<file path="config.mk">
export PLATFORM = sky130hd
export DESIGN_NAME = i2c_slave_responder
export DESIGN_NICKNAME = d
export VERILOG_FILES = /design/src/rtl/i2c_slave_responder.sv
export SDC_FILE = /design/constraint.sdc
export NUM_CORES = 1
export LEC_CHECK = 0
export CAP_MARGIN = 20
export CORE_MARGIN = 3
export CORE_UTILIZATION = 62
export CTS_CLUSTER_DIAMETER = 150
export DETAILED_ROUTE_END_ITERATION = 12
export PLACE_DENSITY = 0.88
export SETUP_SLACK_MARGIN = 0.02
export SLEW_MARGIN = 20
export SYNTH_ARGS = -nofsm -noshare
export SYNTH_HDL_FRONTEND = slang
export SYNTH_SLANG_ARGS = --single-unit
</file>
<file path="constraint.sdc">
create_clock -name pclk -period 8 [get_ports pclk]
set_input_delay 2.4 -clock pclk [delete_from_list [all_inputs] [get_ports pclk]]
set_output_delay 2.4 -clock pclk [all_outputs]
set_load 0.02 [all_outputs]
</file>
<file path="src/rtl/i2c_slave_responder.sv">
// I2C target with a small register file: pointer-byte writes, auto-incrementing
// burst writes and reads, no clock stretching.
module i2c_slave_responder #(
    parameter logic [6:0] SLAVE_ADDRESS          = 7'h68,
    parameter int         DATA_WIDTH             = 8,
    parameter int         REGISTER_ADDRESS_WIDTH = 8,
    parameter int         REG_DEPTH              = 16
) (
    input  logic                              pclk,
    input  logic                              areset,
    input  logic                              scl_i,
    input  logic                              sda_i,
    output logic                              sda_oe,
    output logic                              busy,
    output logic                              wr_pulse,
    output logic [REGISTER_ADDRESS_WIDTH-1:0] wr_addr,
    output logic [DATA_WIDTH-1:0]             wr_data
);

    localparam int         PW       = $clog2(REG_DEPTH);
    localparam logic [3:0] LAST_BIT = 4'(DATA_WIDTH - 1);
    localparam logic [3:0] ALL_BITS = 4'(DATA_WIDTH);

    typedef enum logic [3:0] {
        IDLE, ADDR, ADDR_ACK, REG, REG_ACK, WDATA, WDATA_ACK, RDATA, RDATA_ACK
    } state_t;

    state_t                state, state_n;
    logic [1:0]            scl_sync, sda_sync;
    logic                  scl_d, sda_d;
    logic                  scl_s, sda_s;
    logic                  scl_rise, scl_fall, start_det, stop_det;
    logic [3:0]            cnt, cnt_n;
    logic [DATA_WIDTH-1:0] rx, rx_n, rx_shift;
    logic [DATA_WIDTH-1:0] tx, tx_n;
    logic [DATA_WIDTH-1:0] rd_byte;
    logic [PW-1:0]         ptr, ptr_n;
    logic                  rw, rw_n;
    logic                  oe_n, busy_n, wr_en;
    logic [DATA_WIDTH-1:0] regs [REG_DEPTH];

    always_ff @(posedge pclk or posedge areset) begin
        if (areset) begin
            scl_sync <= '1;
            sda_sync <= '1;
            scl_d    <= 1'b1;
            sda_d    <= 1'b1;
        end else begin
            scl_sync <= {scl_sync[0], scl_i};
            sda_sync <= {sda_sync[0], sda_i};
            scl_d    <= scl_sync[1];
            sda_d    <= sda_sync[1];
        end
    end

    assign scl_s     = scl_sync[1];
    assign sda_s     = sda_sync[1];
    assign scl_rise  = scl_s & ~scl_d;
    assign scl_fall  = ~scl_s & scl_d;
    assign start_det = scl_s & scl_d & sda_d & ~sda_s;
    assign stop_det  = scl_s & scl_d & ~sda_d & sda_s;
    assign rx_shift  = {rx[DATA_WIDTH-2:0], sda_s};
    assign rd_byte   = regs[ptr];

    always_ff @(posedge pclk or posedge areset) begin
        if (areset) begin
            state  <= IDLE;
            cnt    <= '0;
            rx     <= '0;
            tx     <= '0;
            ptr    <= '0;
            rw     <= 1'b0;
            sda_oe <= 1'b0;
            busy   <= 1'b0;
        end else begin
            state  <= state_n;
            cnt    <= cnt_n;
            rx     <= rx_n;
            tx     <= tx_n;
            ptr    <= ptr_n;
            rw     <= rw_n;
            sda_oe <= oe_n;
            busy   <= busy_n;
        end
    end

    // In the ACK states cnt is a phase flag: 0 = waiting for the fall that starts
    // the ACK bit, 1 = waiting for the fall that ends it.
    always_comb begin
        state_n = state;
        cnt_n   = cnt;
        rx_n    = rx;
        tx_n    = tx;
        ptr_n   = ptr;
        rw_n    = rw;
        oe_n    = sda_oe;
        busy_n  = busy;
        wr_en   = 1'b0;
        if (start_det) begin
            state_n = ADDR;
            cnt_n   = '0;
            oe_n    = 1'b0;
        end else if (stop_det) begin
            state_n = IDLE;
            cnt_n   = '0;
            oe_n    = 1'b0;
            busy_n  = 1'b0;
        end else begin
            case (state)
                IDLE: oe_n = 1'b0;
                ADDR: begin
                    if (scl_rise) begin
                        rx_n  = rx_shift;
                        cnt_n = cnt + 4'd1;
                        if (cnt == LAST_BIT) begin
                            cnt_n = '0;
                            if (rx_shift[DATA_WIDTH-1:1] == SLAVE_ADDRESS) begin
                                state_n = ADDR_ACK;
                                busy_n  = 1'b1;
                                rw_n    = rx_shift[0];
                            end else begin
                                state_n = IDLE;
                                busy_n  = 1'b0;
                            end
                        end
                    end
                end
                ADDR_ACK: begin
                    if (scl_fall) begin
                        if (cnt == 4'd0) begin
                            oe_n  = 1'b1;
                            cnt_n = 4'd1;
                        end else if (rw) begin
                            state_n = RDATA;
                            oe_n    = ~rd_byte[DATA_WIDTH-1];
                            tx_n    = {rd_byte[DATA_WIDTH-2:0], 1'b0};
                            cnt_n   = 4'd1;
                        end else begin
                            state_n = REG;
                            oe_n    = 1'b0;
                            cnt_n   = '0;
                        end
                    end
                end
                REG: begin
                    if (scl_rise) begin
                        rx_n  = rx_shift;
                        cnt_n = cnt + 4'd1;
                        if (cnt == LAST_BIT) begin
                            ptr_n   = rx_shift[PW-1:0];
                            cnt_n   = '0;
                            state_n = REG_ACK;
                        end
                    end
                end
                REG_ACK, WDATA_ACK: begin
                    if (scl_fall) begin
                        if (cnt == 4'd0) begin
                            oe_n  = 1'b1;
                            cnt_n = 4'd1;
                        end else begin
                            oe_n    = 1'b0;
                            cnt_n   = '0;
                            state_n = WDATA;
                        end
                    end
                end
                WDATA: begin
                    if (scl_rise) begin
                        rx_n  = rx_shift;
                        cnt_n = cnt + 4'd1;
                        if (cnt == LAST_BIT) begin
                            wr_en   = 1'b1;
                            ptr_n   = ptr + PW'(1);
                            cnt_n   = '0;
                            state_n = WDATA_ACK;
                        end
                    end
                end
                RDATA: begin
                    if (scl_fall) begin
                        if (cnt < ALL_BITS) begin
                            oe_n  = ~tx[DATA_WIDTH-1];
                            tx_n  = {tx[DATA_WIDTH-2:0], 1'b0};
                            cnt_n = cnt + 4'd1;
                        end else begin
                            oe_n    = 1'b0;
                            cnt_n   = '0;
                            state_n = RDATA_ACK;
                        end
                    end
                end
                RDATA_ACK: begin
                    if (scl_rise && cnt == 4'd0) begin
                        if (!sda_s) begin
                            ptr_n = ptr + PW'(1);
                            cnt_n = 4'd1;
                        end else begin
                            state_n = IDLE;
                        end
                    end else if (scl_fall && cnt == 4'd1) begin
                        state_n = RDATA;
                        oe_n    = ~rd_byte[DATA_WIDTH-1];
                        tx_n    = {rd_byte[DATA_WIDTH-2:0], 1'b0};
                        cnt_n   = 4'd1;
                    end
                end
                default: begin
                    state_n = IDLE;
                    oe_n    = 1'b0;
                end
            endcase
        end
    end

    always_ff @(posedge pclk or posedge areset) begin
        if (areset) begin
            for (int unsigned i = 0; i < REG_DEPTH; i++) regs[i] <= '0;
            wr_pulse <= 1'b0;
            wr_addr  <= '0;
            wr_data  <= '0;
        end else begin
            wr_pulse <= wr_en;
            if (wr_en) begin
                regs[ptr] <= rx_shift;
                wr_addr   <= REGISTER_ADDRESS_WIDTH'(ptr);
                wr_data   <= rx_shift;
            end
        end
    end

endmodule

</file>
Word level (Yosys, flattened, before mapping)
Index checks and enable logic that the tools add are counted.
Word-level totals
  flip-flop bits (word level): 177
  input port bits: 4
  word-level logic and storage cells: 195
Cells by class
  add/sub/neg operators: 2
  order comparisons: 3
  eq/ne operators: 44
  mux-type cells: 78
  bitwise operators: 16
  reductions and logical operators: 21
Operators with widths (count)
  4-bit two-way mux: 34
  128-bit bitwise mux: 1
  8-bit two-way mux: 10
  4-bit != test (second input constant): 14
  8-bit binary-select mux with 4-bit select: 1
  8-bit demux with 4-bit select: 1
  4-bit one-hot mux with 8 select lines: 1
  2-bit != test (second input constant): 13
  1-bit two-way mux: 24
  8-bit one-hot mux with 3 select lines: 1
  4-bit by 3-bit == test with 1-bit output (second input constant): 5
  4-bit one-hot mux with 5 select lines: 1
  5-bit != test (second input constant): 3
  15-bit AND reduction: 1
  4-bit one-hot mux with 3 select lines: 1
  6-bit AND reduction: 2
  10-bit AND reduction: 1
  9-bit AND reduction: 1
  4-bit by 1-bit adder with 4-bit output (second input constant): 2
  4-bit by 1-bit == test with 1-bit output (second input constant): 2
  4-bit by 2-bit == test with 1-bit output (second input constant): 2
  4-bit zero test: 2
  1-bit NOT: 8
  4-bit AND reduction: 2
  20 further kinds: 31

Logic depth before layout (Yosys ltp)
Gate-level depths: netlist of the first run.
  depth after elaboration: 11
  gate-level depth with buffers: 9
  mapped depth without buffers: 8

Least setup slack after synthesis of the first run
No wires, ideal clock.
  path kind: reg2out
  start point: reg busy
  end point: out busy
  arrival time: 0.425 ns
  data required time: 5.600 ns
  setup slack: 5.175 ns
  stages on the path, launching flop included: 1
  cell sequence: dfrtp_1
RTL lines
  from (decl): RTL line 14  | output logic busy,
  from (signal assigned): RTL line 83  | busy <= busy_n;
No word-level cell between the ends.

Worst setup path after layout of the first run
  start point: reg busy
  end point: out busy
No word-level cell between the ends.

==> metrics.txt, run 1 <==
# TYPE chip_impl_metric gauge
chip_impl_info{name="status",value="complete, no violations"} 1
chip_impl_metric{name="latest_clock_arrival_within_the_worst_skew_pair",unit="ns"} 0.44
chip_impl_metric{name="postSynthRegisterBits",unit=""} 176
chip_impl_metric{name="postCtsSetupBuffers",unit=""} 0
chip_impl_metric{name="worst_hold_slack",unit="ns"} 0.361
chip_impl_metric{name="max-clock-path-buffers",unit=""} 2
chip_impl_info{name="crit_slowest_cell",value="clkdlybuf4s50_1"} 1
chip_impl_metric{name="timing.reg2reg.setup_slack",unit="ns"} 5.03
chip_impl_info{name="crit_chain",value="clkdlybuf4s50_1"} 1
chip_impl_metric{name="met1_usage",unit="%"} 36.9
chip_impl_metric{name="max_slew_headroom",unit="%"} 29.9
chip_impl_metric{name="final_core_utilization",unit="%"} 71.5
chip_impl_info{name="timing_worst_setup_path_type",value="flip-flop to primary output"} 1
chip_impl_metric{name="post-dp-hpwl",unit="um"} 12200
chip_impl_metric{name="worstPathBufferInverterCount",unit=""} 1
chip_impl_metric{name="die_area",unit="mm2"} 0.0150
chip_impl_metric{name="routability_congestion_estimate",unit=""} 0.893
chip_impl_metric{name="area_growth",unit="%"} 10.1
chip_impl_metric{name="grt_first_pass_wirelength",unit="um"} 31900
chip_impl_metric{name="portBuffers",unit=""} 18
chip_impl_info{name="clock_tree.root_cell",value="clkbuf_16"} 1
chip_impl_info{name="setup.worst_path.start_class",value="flip-flop"} 1
chip_impl_metric{name="first_pass_iters",unit=""} 5
chip_impl_metric{name="register_area",unit="mm2"} 0.00442
chip_impl_metric{name="post-route-drc-count",unit=""} 0
chip_impl_metric{name="initial_utilization",unit="%"} 65.0
chip_impl_metric{name="h-tree-depth",unit=""} 4
chip_impl_metric{name="num-fill-cells",unit=""} 782
chip_impl_info{name="top_usage_layer",value="met2"} 1
chip_impl_metric{name="max_clock_freq",unit="MHz"} 262
chip_impl_info{name="rsz0062_at_grt",value="no"} 1
chip_impl_metric{name="number_of_distinct_library_cell_variants_in_the_gate_level_netlist_after_synthesis",unit=""} 57
chip_impl_metric{name="clock_sinks",unit=""} 176
chip_impl_metric{name="drt_iter0_markers",unit=""} 632
chip_impl_metric{name="cp_max_fo",unit=""} 2
chip_impl_metric{name="final.setup_skew",unit="ns"} 0.0108
chip_impl_metric{name="post_synth_inst_count",unit=""} 635
chip_impl_metric{name="setup_violations",unit=""} 0
chip_impl_info{name="synth_ff_type",value="dfrtp_1"} 1
chip_impl_info{name="setup.worst_path.end_class",value="primary output"} 1
chip_impl_metric{name="report.final.slew_viol_count",unit=""} 0
chip_impl_info{name="cts_tree",value="built"} 1
chip_impl_metric{name="worst_path_largest_cell_delay",unit="ns"} 0.61
chip_impl_metric{name="sum_of_routed_wire_length_over_all_layers",unit="um"} 19400
chip_impl_metric{name="post_drt_wl_per_cell",unit="um"} 23.8
chip_impl_metric{name="gr-usage-met2",unit="%"} 46.6
chip_impl_metric{name="diodes",unit=""} 0
chip_impl_metric{name="max_slew.worst_pin.slew",unit="ns"} 1.05
chip_impl_metric{name="postSynthAreaPerCell",unit="um2"} 13.3
chip_impl_metric{name="tritoncts.num_buffers",unit=""} 17
chip_impl_metric{name="design.core.area",unit="mm2"} 0.0130
chip_impl_metric{name="netlist_area",unit="mm2"} 0.00844
chip_impl_metric{name="gr-usage-all-layers",unit="%"} 28.3
chip_impl_metric{name="ys_seq_area_share",unit="%"} 52.3
chip_impl_metric{name="fp.dieW",unit="um"} 123
chip_impl_metric{name="p_leak",unit="uW"} 0.00419
chip_impl_metric{name="via_count",unit=""} 5458
chip_impl_metric{name="route.antenna.remaining_nets",unit=""} 0
chip_impl_metric{name="required_worst_endpoint",unit="ns"} 5.60
chip_impl_metric{name="ys_async_sr_fraction",unit="%"} 100
chip_impl_info{name="worst_path_dominant_cell_family",value="buffers and inverters"} 1
chip_impl_metric{name="number_of_primary_i_o_pins",unit=""} 23
chip_impl_metric{name="grt_max_degree",unit=""} 79
chip_impl_metric{name="ir_drop",unit="V"} 0.000162
chip_impl_metric{name="holdBufCountCts",unit=""} 0
chip_impl_metric{name="nNetsFinal",unit=""} 644
chip_impl_metric{name="multiInputGateArea",unit="mm2"} 0.00380
chip_impl_metric{name="vias_in_the_first_global_route",unit=""} 5711
chip_impl_metric{name="antenna_found_initial",unit=""} 0
chip_impl_metric{name="die_h",unit="um"} 123
chip_impl_metric{name="period_minus_ws_final",unit="ns"} 3.82
chip_impl_metric{name="grt_overflow",unit=""} 0
chip_impl_metric{name="cts_repair_resize_count",unit=""} 0
chip_impl_metric{name="crit_arrival",unit="ns"} 1.42
chip_impl_metric{name="cellPowerDensity",unit="mW/mm2"} 202
chip_impl_metric{name="yosysWarningCount",unit=""} 0
chip_impl_metric{name="period_utilization_post_route",unit="%"} 47.7
chip_impl_metric{name="layout-drive-gt1-share",unit="%"} 38.7
chip_impl_metric{name="rows",unit=""} 41
chip_impl_metric{name="use_met3",unit="%"} 5.94
chip_impl_metric{name="final_hold_viol_count",unit=""} 0
chip_impl_metric{name="synth-edff-count",unit=""} 0
chip_impl_info{name="worstHoldPathType",value="flip-flop to flip-flop"} 1
chip_impl_metric{name="cts.clk_slew.worst_paths",unit="ns"} 0.07
chip_impl_metric{name="setup_total_negative_slack",unit="ns"} 0
chip_impl_metric{name="route.detailed.vias_per_inst",unit=""} 6.70
chip_impl_metric{name="fin_total_pwr",unit="uW"} 1880
chip_impl_metric{name="max-cap-violations",unit=""} 0
## layout by cell type, fill, tap and decap left out, types with 3 or more instances in the layout
master,synthesis,final
a21oi_1,35,35
a22oi_1,12,12
a31oi_1,7,6
and2_1,3,3
and3_1,5,5
buf_4,4,3
bufinv_16,0,3
clkbuf_16,0,17
clkbuf_8,0,3
clkdlybuf4s50_1,0,18
conb_1,1,4
dfrtp_1,170,168
dfstp_2,6,6
ha_1,8,8
inv_1,12,11
mux2_2,150,150
mux2i_1,3,3
mux4_2,33,33
nand2_1,26,26
nand2b_1,5,5
nand3_1,11,11
nand4_1,3,3
nor2_1,25,25
nor2_2,12,12
nor2b_1,5,5
nor3_4,3,3
o21ai_0,17,17
## path summary, 6_finish.rpt
check | startpoint | endpoint | cells past startpoint
worst max-delay path | busy | busy | 1
worst min-delay path | sda_sync[0] | sda_sync[1] | 0
worst max register to register | sda_sync[1] | cnt[3] | 5
worst min register to register | sda_sync[0] | sda_sync[1] | 0
max in group asynchronous | areset | regs[108] | 3
min in group asynchronous | areset | wr_addr[3] | 2
## cells by family (layout without fill, tap and decap cells)
| kind of cell | Yosys count | in the layout | synth area share [%] |
|---|---|---|---|
| mux | 186 | 186 | 29.2 |
| xor+xnor | 1 | 1 | 0.104 |
| buf+inv | 58 | 63 | 2.91 |
| other cells | 1 | 4 | 0.0444 |
| flops | 176 | 176 | 52.3 |
| compound gates | 88 | 88 | 6.41 |
| fa+ha+maj | 9 | 9 | 1.31 |
| simple gates | 116 | 116 | 7.76 |
## registers in the layout (all words and copies together) (netlist names)
| signal | flops |
|---|---|
| ptr | 4 |
| scl_sync | 2 |
| sda_sync | 2 |
| tx | 7 |
| rw | 1 |
| cnt | 4 |
| sda_d | 1 |
| rx | 7 |
| state | 4 |
| busy | 1 |
| wr_data | 8 |
| wr_pulse | 1 |
| scl_d | 1 |
| wr_addr | 4 |
| sda_oe | 1 |
| regs | 128 |
## Yosys cell counts, drive strengths merged (11+ instances only)
cell type	n	share of area [%]
buf	21	1.3
dfrtp	170	50
mux4	33	8.8
a21oi	35	2.1
inv	12	0.53
nand2	27	1.2
nand3	11	0.65
a22oi	12	1.1
nor2	37	2.0
mux2	150	20
clkbuf	25	1.1
o21ai	17	1.0
## layer usage
layer	wire (um)	up-vias
met5	0	-
met4	646	0
met3	1250	65
met2	9760	263
met1	7720	2829
li1	-	2301
## cell type report
class / instances / share of cell area, %
sequential: 176 / 47.6
multi-input combinational: 404 / 40.9
clock buffer: 21 / 5.07
tap: 172 / 2.32
timing repair buffer: 21 / 2.18
clock inverter: 9 / 1.43
inverter: 12 / 0.539
## report_power, final
group | switching (uW) | internal, uW
clock network | 342 | 513
logic | 55.1 | 29.2
registers | 39.7 | 901
total | 437 | 1440
## metrics by stage
stage,cell area [um2],cells,setup WS (ns)
floorplan,8450,638,0.836
global placement,8670,785,3.96
detailed placement,8670,785,3.89
CTS,9280,815,4.15
global route,9290,815,4.14
finish,9290,815,4.18
## worst reg2reg max path: cells and delay by family (launching register included)
kind                      cells  cell delay [ns]
AOI/OAI and AO/OA             2             0.89
xor gates and xnor gates      1             0.28
DFF                           1             0.92
and+or+nand+nor               2             0.77
Note: power is estimated with default switching activity, not from simulation.
==> run 2: changes to the inputs <==
--- a/config.mk
+++ b/config.mk
@@ -7,10 +7,10 @@
 export LEC_CHECK = 0
 export CAP_MARGIN = 20
 export CORE_MARGIN = 3
-export CORE_UTILIZATION = 62
+export CORE_UTILIZATION = 56
 export CTS_CLUSTER_DIAMETER = 150
 export DETAILED_ROUTE_END_ITERATION = 12
-export PLACE_DENSITY = 0.88
+export PLACE_DENSITY = 0.84
 export SETUP_SLACK_MARGIN = 0.02
 export SLEW_MARGIN = 20
 export SYNTH_ARGS = -nofsm -noshare
==> constraint.sdc (replaced) <==
create_clock -name pclk -period 3.5 [get_ports pclk]
set_input_delay 1.05 -clock pclk [delete_from_list [all_inputs] [get_ports pclk]]
set_output_delay 1.05 -clock pclk [all_outputs]
set_load 0.02 [all_outputs]
==> run 2 against run 1 <==
Compared with the run above:
- critical endpoint is now regs[123]
- sequential share of layout area shrank 0.24 points
- register-to-register slack worse by 4.3 ns
- first-iteration DRC count down 18%
- via count is 2.3% lower
- highest routed layer unchanged
- count of clock-buffer cells in the layout unchanged
- utilization down 7.8 points
- routed wire length down 1.4%
- power is 120% higher
- combinational power grew 140%
==> metrics.txt, run 2 (synthesized netlist as in run 1, its figures left out) <==
# TYPE chip_impl_metric gauge
chip_impl_info{name="worst_hold_path.endpoint",value="sda_sync[1]"} 1
chip_impl_metric{name="worstRegToRegCells",unit=""} 6
chip_impl_metric{name="nNetsFinal",unit=""} 649
chip_impl_metric{name="post_drt_wl_per_cell",unit="um"} 22.9
chip_impl_info{name="cts_tree",value="built"} 1
chip_impl_metric{name="placed_cells_incl_taps",unit=""} 802
chip_impl_metric{name="via_count",unit=""} 5334
chip_impl_info{name="worstHoldStart",value="sda_sync[0]"} 1
chip_impl_metric{name="grt_overflow",unit=""} 0
chip_impl_info{name="rsz0062_at_grt",value="no"} 1
chip_impl_metric{name="holdBufCountCts",unit=""} 0
chip_impl_metric{name="rows",unit=""} 44
chip_impl_info{name="most_flop_heavy_register",value="regs"} 1
chip_impl_metric{name="h-tree-depth",unit=""} 4
chip_impl_metric{name="grt_max_degree",unit=""} 87
chip_impl_metric{name="setup_violations",unit=""} 0
chip_impl_metric{name="max-cap-violations",unit=""} 0
chip_impl_metric{name="initial_utilization",unit="%"} 57.6
chip_impl_info{name="setup.worst_path.end_class",value="flip-flop"} 1
chip_impl_metric{name="p_leak",unit="uW"} 0.00421
chip_impl_metric{name="largest_register_ffs",unit=""} 128
chip_impl_metric{name="post-dp-hpwl",unit="um"} 12700
chip_impl_metric{name="max_slew_headroom",unit="%"} 27.7
chip_impl_metric{name="crit_arrival",unit="ns"} 3.12
chip_impl_metric{name="pre_cts_ws",unit="ns"} 0.752
chip_impl_metric{name="cts_repair_resize_count",unit=""} 0
chip_impl_info{name="timing_worst_setup_path_type",value="flip-flop to flip-flop"} 1
chip_impl_metric{name="postCtsSetupBuffers",unit=""} 0
chip_impl_metric{name="post-route-drc-count",unit=""} 0
chip_impl_metric{name="max_clock_freq",unit="MHz"} 357
chip_impl_metric{name="number_of_primary_i_o_pins",unit=""} 23
chip_impl_metric{name="timing.reg2reg.setup_slack",unit="ns"} 0.70
chip_impl_metric{name="period_utilization_post_route",unit="%"} 80.0
chip_impl_info{name="biggest_regs",value="regs: 128 flops, wr_data: 8 flops"} 1
chip_impl_metric{name="final_core_utilization",unit="%"} 63.7
chip_impl_metric{name="first_pass_iters",unit=""} 6
chip_impl_metric{name="post-route-worst-setup-slack",unit="ns"} 0.700
chip_impl_metric{name="max-clock-path-buffers",unit=""} 2
chip_impl_info{name="worstHoldPathType",value="flip-flop to flip-flop"} 1
chip_impl_info{name="setup.worst_path.start_class",value="flip-flop"} 1
chip_impl_metric{name="route.detailed.vias_per_inst",unit=""} 6.40
chip_impl_metric{name="final_cells",unit=""} 834
chip_impl_metric{name="layout-drive-gt1-share",unit="%"} 39.1
chip_impl_metric{name="area_growth",unit="%"} 10.6
chip_impl_metric{name="period_minus_ws_final",unit="ns"} 2.80
chip_impl_metric{name="met1_usage",unit="%"} 31.4
chip_impl_metric{name="final.setup_skew",unit="ns"} 0.00891
chip_impl_metric{name="drt_iter0_markers",unit=""} 516
chip_impl_metric{name="use_met3",unit="%"} 6.23
chip_impl_metric{name="report.final.slew_viol_count",unit=""} 0
chip_impl_metric{name="routability_congestion_estimate",unit=""} 0.925
chip_impl_metric{name="cellPowerDensity",unit="mW/mm2"} 452
chip_impl_metric{name="max_slew.worst_pin.slew",unit="ns"} 1.08
chip_impl_info{name="clock_tree.root_cell",value="clkbuf_16"} 1
chip_impl_metric{name="latest_clock_arrival_within_the_worst_skew_pair",unit="ns"} 0.44
chip_impl_info{name="status",value="complete, no violations"} 1
chip_impl_info{name="top_usage_layer",value="met2"} 1
chip_impl_info{name="commonest_non_fill_non_tap_cells_in_the_layout",value="168 x dfrtp_1, 150 x mux2_2, 35 x a21oi_1"} 1
chip_impl_info{name="worstReg2RegStart",value="state[3]"} 1
chip_impl_metric{name="sum_of_routed_wire_length_over_all_layers",unit="um"} 19100
chip_impl_metric{name="antenna_found_initial",unit=""} 0
chip_impl_metric{name="clock_sinks",unit=""} 176
chip_impl_metric{name="grt_first_pass_wirelength",unit="um"} 31000
chip_impl_metric{name="cp_max_fo",unit=""} 14
chip_impl_metric{name="setup_total_negative_slack",unit="ns"} 0
chip_impl_metric{name="portBuffers",unit=""} 18
chip_impl_metric{name="timing.hold.worst_path_depth",unit=""} 0
chip_impl_metric{name="ir_drop",unit="V"} 0.000678
chip_impl_metric{name="fp.dieW",unit="um"} 129
chip_impl_metric{name="design.core.area",unit="mm2"} 0.0146
chip_impl_metric{name="final_hold_viol_count",unit=""} 0
chip_impl_metric{name="num-fill-cells",unit=""} 1032
chip_impl_metric{name="cts.clk_slew.worst_paths",unit="ns"} 0.06
chip_impl_info{name="layout.cells.most_common",value="dfrtp_1"} 1
chip_impl_metric{name="gr-usage-met2",unit="%"} 40.4
chip_impl_metric{name="tritoncts.num_buffers",unit=""} 17
chip_impl_metric{name="diodes",unit=""} 0
chip_impl_metric{name="fin_total_pwr",unit="uW"} 4210
chip_impl_info{name="reg2reg_to",value="regs[123]"} 1
chip_impl_metric{name="required_worst_endpoint",unit="ns"} 3.82
chip_impl_metric{name="vias_in_the_first_global_route",unit=""} 5584
chip_impl_metric{name="route.antenna.remaining_nets",unit=""} 0
chip_impl_metric{name="die_h",unit="um"} 129
chip_impl_metric{name="die_area",unit="mm2"} 0.0166
chip_impl_metric{name="gr-usage-all-layers",unit="%"} 24.8
[run 2: cell count changes in the layout (fill, tap and decap cells not counted), sizes merged]
cell and delta:
bufinv -2, inv +4, buf +5
[run 2: critical path, cell delays in order (launching register included)]
cell	delay, ns
dfrtp_1	0.54
and4bb_2	0.45
nor4b_4	0.27
buf_4	0.24
nand2_2	0.12
nor3_2	0.64
mux2_2	0.42
[run 2: routing by layer]
layer / vias up / wire, um
li1: 2323 / -
met1: 2795 / 7890
met2: 162 / 9570
met3: 54 / 938
met4: 0 / 711
met5: - / 0
[run 2: worst max path at each step]
| stage | startpoint | endpoint | slack [ns] | cells after the start |
|---|---|---|---|---|
| after global routing | state[2] | tx[1] | 0.57 | 6 |
| after CTS | state[3] | regs[123] | 0.74 | 6 |
| after global placement | state[3] | regs[122] | 0.79 | 6 |
| final | state[3] | regs[123] | 0.70 | 6 |
| after floorplan | areset | busy | 0.20 | 1 |
| after detailed placement | state[3] | regs[123] | 0.75 | 6 |
[run 2: final cells by class]
type	count	area (um2)	share of cell area [%]
inverter	12	48.8	0.523
sequential	176	4410	47.3
clock inverter	11	118	1.26
multi-input combinational	404	3790	40.6
clock buffer	21	460	4.94
tap	184	230	2.47
timing repair buffer	26	265	2.84
[run 2: power by group]
| part | switching [uW] | internal (uW) | leakage (uW) |
|---|---|---|---|
| Clock | 838 | 1040 | 0.000283 |
| Combinational | 131 | 69.4 | 0.00150 |
| Sequential | 80.8 | 2060 | 0.00243 |
| Total | 1050 | 3160 | 0.00421 |
[run 2: through the flow]
step | instance area [um2] | hold slack, ns
floorplan | 8450 | 0.345
global placement | 8750 | 0.346
detailed placement | 8750 | 0.349
CTS | 9330 | 0.358
global route | 9330 | 0.364
finish | 9330 | 0.359
